--- config.mk ---
export PLATFORM = sky130hd
export DESIGN_NAME = sqrt_result_logger
export DESIGN_NICKNAME = d
export VERILOG_FILES = /design/src/rtl/sqrt_result_logger.sv
export SDC_FILE = /design/constraint.sdc
export NUM_CORES = 1
export LEC_CHECK = 0
export CAP_MARGIN = 20
export CORE_AREA = 2 2 152 154
export DETAILED_ROUTE_END_ITERATION = 6
export DIE_AREA = 0 0 154 156
export PLACE_DENSITY = 0.65
export SETUP_SLACK_MARGIN = 0.5
export SLEW_MARGIN = 20
export SYNTH_ARGS = -nofsm -noshare
export SYNTH_HDL_FRONTEND = slang
export SYNTH_SLANG_ARGS = --single-unit
--- constraint.sdc ---
create_clock -name CLK -period 4.5 [get_ports CLK]
set_clock_uncertainty 0.05 [all_clocks]
set_input_delay 0.45 -clock CLK [delete_from_list [all_inputs] [get_ports CLK]]
set_output_delay 0.45 -clock CLK [all_outputs]
set_load 0.01 [all_outputs]
--- src/rtl/sqrt_result_logger.sv ---
// -----------------------------------------------------------------------------
// sqrt_result_logger
//
// Captures one {N, Sqrt} result from a square-root core per Done high period
// and stores it in a 16 x 12 result buffer, in capture order. The buffer can be
// read back through a registered read port.
//
// Optional feature (macro SQRT_CHECK_EN): each committed result is checked
// against Sqrt*Sqrt <= N < (Sqrt+1)*(Sqrt+1). Failures are counted in ErrCount,
// which saturates at 31, and are flagged in ErrFlag. Without the macro, both
// outputs are tied to 0 and there is no checker logic.
//
// Ports:
//   CLK       in   1  clock; all state changes occur on its rising edge
//   ResetN    in   1  asynchronous active-low reset
//   Done      in   1  completion level from the square-root core
//   Sqrt      in   4  root result, valid while Done=1
//   N         in   8  radicand, valid while Done=1
//   Clear     in   1  synchronous clear of Count/WrPtr/Overflow/errors
//   RdAddr    in   4  buffer read address
//   RdData    out 12  {N, Sqrt} at RdAddr, available one cycle later
//   Ack       out  1  one-cycle pulse when a result is captured (WRITE state)
//   Count     out  5  number of stored entries, 0..16
//   Full      out  1  Count == 16
//   Overflow  out  1  sticky: a result was dropped while the buffer was Full
//   ErrCount  out  5  checker failures, saturating at 31
//   ErrFlag   out  1  sticky: any checker failure
// -----------------------------------------------------------------------------
module sqrt_result_logger (
   input  logic        CLK,
   input  logic        ResetN,
   input  logic        Done,
   input  logic [3:0]  Sqrt,
   input  logic [7:0]  N,
   input  logic        Clear,
   input  logic [3:0]  RdAddr,
   output logic [11:0] RdData,
   output logic        Ack,
   output logic [4:0]  Count,
   output logic        Full,
   output logic        Overflow,
   output logic [4:0]  ErrCount,
   output logic        ErrFlag
);

   typedef enum logic [1:0] {
      ST_IDLE     = 2'd0,
      ST_WRITE    = 2'd1,
      ST_WAIT_LOW = 2'd2
   } state_t;

   state_t      state_q, state_d;
   logic [11:0] hold_q, hold_d;
   logic [3:0]  wr_ptr_q, wr_ptr_d;
   logic [4:0]  count_q, count_d;
   logic        overflow_q, overflow_d;
   logic [11:0] rd_data_q;
   logic [11:0] mem_q [16];

   logic        full;
   logic        commit;
   logic        drop;

   assign full = (count_q == 5'd16);

   // A result leaves WRITE either into the buffer (commit) or dropped; Clear
   // in the same cycle wins over both.
   assign commit = (state_q == ST_WRITE) && !Clear && !full;
   assign drop   = (state_q == ST_WRITE) && !Clear &&  full;

   always_comb begin
      state_d    = state_q;
      hold_d     = hold_q;
      wr_ptr_d   = wr_ptr_q;
      count_d    = count_q;
      overflow_d = overflow_q;

      case (state_q)
         ST_IDLE: begin
            if (Done) begin
               hold_d  = {N, Sqrt};
               state_d = ST_WRITE;
            end
         end
         ST_WRITE:    state_d = ST_WAIT_LOW;
         ST_WAIT_LOW: if (!Done) state_d = ST_IDLE;
         default:     state_d = ST_WAIT_LOW;
      endcase

      if (commit) begin
         wr_ptr_d = wr_ptr_q + 4'd1;   // wraps 15 -> 0 on the 16th write
         count_d  = count_q + 5'd1;
      end
      if (drop) overflow_d = 1'b1;

      // Waiting for Done low after Clear keeps a still-high Done from being
      // captured a second time.
      if (Clear) begin
         state_d    = ST_WAIT_LOW;
         wr_ptr_d   = 4'd0;
         count_d    = 5'd0;
         overflow_d = 1'b0;
      end
   end

   always_ff @(posedge CLK or negedge ResetN) begin
      if (!ResetN) begin
         state_q    <= ST_WAIT_LOW;
         hold_q     <= '0;
         wr_ptr_q   <= '0;
         count_q    <= '0;
         overflow_q <= 1'b0;
      end else begin
         state_q    <= state_d;
         hold_q     <= hold_d;
         wr_ptr_q   <= wr_ptr_d;
         count_q    <= count_d;
         overflow_q <= overflow_d;
      end
   end

   // Buffer storage is intentionally not reset so it maps onto block RAM.
   always_ff @(posedge CLK) begin
      if (commit) mem_q[wr_ptr_q] <= hold_q;
   end

   // Read-before-write: same-address access at one edge returns old data.
   always_ff @(posedge CLK or negedge ResetN) begin
      if (!ResetN) rd_data_q <= '0;
      else         rd_data_q <= mem_q[RdAddr];
   end

`ifdef SQRT_CHECK_EN
   logic [8:0] root_ext;
   logic [8:0] lo_sq;
   logic [8:0] hi_sq;
   logic [8:0] rad_ext;
   logic       chk_fail;
   logic [4:0] err_count_q, err_count_d;
   logic       err_flag_q, err_flag_d;

   // 9-bit products: (15+1)^2 = 256 needs the ninth bit.
   always_comb begin
      root_ext = {5'd0, hold_q[3:0]};
      rad_ext  = {1'b0, hold_q[11:4]};
      lo_sq    = root_ext * root_ext;
      hi_sq    = (root_ext + 9'd1) * (root_ext + 9'd1);
      chk_fail = !((lo_sq <= rad_ext) && (rad_ext < hi_sq));
   end

   always_comb begin
      err_count_d = err_count_q;
      err_flag_d  = err_flag_q;
      if (commit && chk_fail) begin
         if (err_count_q != 5'd31) err_count_d = err_count_q + 5'd1;
         err_flag_d = 1'b1;
      end
      if (Clear) begin
         err_count_d = 5'd0;
         err_flag_d  = 1'b0;
      end
   end

   always_ff @(posedge CLK or negedge ResetN) begin
      if (!ResetN) begin
         err_count_q <= '0;
         err_flag_q  <= 1'b0;
      end else begin
         err_count_q <= err_count_d;
         err_flag_q  <= err_flag_d;
      end
   end

   assign ErrCount = err_count_q;
   assign ErrFlag  = err_flag_q;
`else
   assign ErrCount = 5'd0;
   assign ErrFlag  = 1'b0;
`endif

   assign RdData   = rd_data_q;
   assign Ack      = (state_q == ST_WRITE);
   assign Count    = count_q;
   assign Full     = full;
   assign Overflow = overflow_q;

endmodule

==> results.toml <==
[status]
status = "finished clean"

[clocking]
clockBufferDepth = 3
cts-root-buf = "clkbuf_16"
cts_htree_levels = 1
ctsResizeCount = 0
numCtsBuffers = 23
cts_tree = "done"
cts_setup_buffers = 0
cts.sinks = 228
cts.clk_slew.worst_paths_ns = 0.06
holdBufCountCts = 0
insertion_delay_ns = 0.51

[placed_design]
io_buffers = 39
placed_area_um2 = 9540
dp_slack_ns = 1.56
place_hpwl_um = 10800
place_congestion = 0.759

[grt]
grt_start_max_net_pins = 37
grt_util_all_layers = 0.149
grt_overflow = 0
antenna_found_initial = 1
grt_pass1_wl_um = 26600
grt_pass1_vias = 4424

[sta]
fin_tns_setup_ns = 0
hold_viol = 0
final-max-slew-violation-count = 0
fin_crit_sh = 0.611
relSlewSlack = 0.391
final.setup.worst_slack_ns = 1.75
rsz0062_at_grt = "false"
setup_viol = 0
tightest_slew_ns = 0.914
fmax_mhz = 364
min_period_ns = 2.75

[critical_path]
crit_path_top_delay_cell = "clkdlybuf4s50_1"
critPathBufInv = 3
r2r_start = "state_q[1]$_DFFE_PN1P_"
crit_family = "buffers and inverters"
r2r-end = "mem_q[6][11]$_DFFE_PP_"
path_class = "register to output port"
critPathCaptureType = "output port"
crit_required_ns = 4.00
r2r_cells = 4
critPathLaunchType = "register"
critPathArrivalTime_ns = 2.25
cp_slowest_stage_delay_ns = 0.58
path_cells = "inv_1, ha_1, nand4bb_2, inv_2, clkdlybuf4s50_1"
rrSetupSlack_ns = 2.01
cp_max_fo = 12

[layout]
syn_to_final_growth_pct = 16.5
num_antenna_cells = 0
finish.utilization = 0.460
design_area_um2 = 10300
drive_gt1_frac = 0.180
nNetsFinal = 509
fillers = 1824

[pwr]
p_per_area_nw_per_um2 = 448
peakVddDrop_v = 0.000271
leakage_nw = 3.48
finalPower_mw = 4.60

[synthesis]
synthArstFlopShare = 0.158
synth_cell_types = 38
synthTopCellsByArea = "edfxtp_1, dfrtp_1, mux4_2, mux4_1, a22oi_1"
synth_top_area_frac = 0.653
synthTopCellsByCount = "edfxtp_1, dfrtp_1, mux4_2, a22oi_1, mux4_1"
synth_top_flop_cell = "edfxtp_1"
synth-edff-count = 192
synth_cells = 426
syn_area_um2 = 8830
syn_area_per_cell_um2 = 20.7
synth_seq_cells = 228
synth_seq_area_share = 0.755
post-synth-top-count-cell = "edfxtp_1"
synth.largest_area_cell = "edfxtp_1"
synth_warnings = 0

[route]
vias_per_cell = 5.34
wire_per_inst_um = 22.4
antenna_left = 0
firstDrtPassIters = 4
drt-initial-drc-count = 362
drc = 0
vias = 4183
drt_wl_total_um = 17600

[floorplanning]
row_count = 55
die_y_um = 156
die_area_um2 = 24000
initial_utilization = 0.395
ios = 46
core_um2 = 22400
die_w_um = 154

[flow_run]
max-cap-violations = 0

[min_path]
holdCritPathClass = "input port to asynchronous set/reset pin"
-- placed cells by master (no fill, tap or decap), types with 8 or more instances in the layout --
cell type / n
clkbuf_1: 8
clkbuf_16: 23
edfxtp_1: 192
buf_4: 10
clkdlybuf4s50_1: 36
and3_1: 10
nand2_1: 14
a21oi_1: 9
a22oi_1: 24
dfrtp_1: 35
mux4_1: 15
mux4_2: 33
mux2_1: 10
-- area by class of cell --
type                       count  area [µm²]  area share
timing repair buffer          51         478      0.0465
clock inverter                 9         120      0.0117
sequential                   228        6670       0.648
inverter                       8        30.0     0.00292
tap                          285         357      0.0347
clock buffer                  32         619      0.0602
multi-input combinational    171        2010       0.196
-- kinds of logic after synthesis --
group	Yosys count	synth area share
other cells	1	0.000425
compound gates	42	0.0313
mux	61	0.145
simple gates	56	0.0374
flops	228	0.755
fa+ha+maj	6	0.00850
buf+inv	32	0.0218
-- how the worst max path moves through the flow --
stage,from,end,cells after the start
after global placement,Clear,mem_q[10][3]$_DFFE_PP_,4
after floorplan,Count[0]$_DFFE_PN0P_,mem_q[3][0]$_DFFE_PP_,7
after detailed placement,Clear,mem_q[10][3]$_DFFE_PP_,4
after CTS,Count[0]$_DFFE_PN0P_,Full,5
after global routing,Count[0]$_DFFE_PN0P_,Full,5
final,Count[0]$_DFFE_PN0P_,Full,5
-- through the flow --
| stage | std cells | hold WS, ns |
|---|---|---|
| 6_report | 784 | 0.0380 |
| 5_1_grt | 784 | 0.0946 |
| 4_1_cts | 783 | 0.0561 |
| 3_5_place_dp | 742 | 0.459 |
| 3_3_place_gp | 742 | 0.442 |
| 2_1_floorplan | 431 | 0.104 |
-- metal layers --
layer,part of all wire,vias up,GRT usage
li1,-,1851,-
met1,0.41,2182,0.204
met2,0.50,131,0.247
met3,0.074,19,0.0264
met4,0.015,0,0.0405
met5,0,-,0
-- power by group --
group | switching [mW] | total (mW) | internal, mW
registers | 0.120 | 2.55 | 2.43
logic | 0.0873 | 0.186 | 0.0985
clock network | 0.733 | 1.86 | 1.13
-- registers in the layout, summed over array words and instances, names as in the netlist --
| register | cells |
|---|---|
| Overflow | 1 |
| mem_q | 192 |
| state_q | 2 |
| wr_ptr_q | 4 |
| hold_q | 12 |
| Count | 5 |
| RdData | 12 |
(Power assumes the default switching activity.)
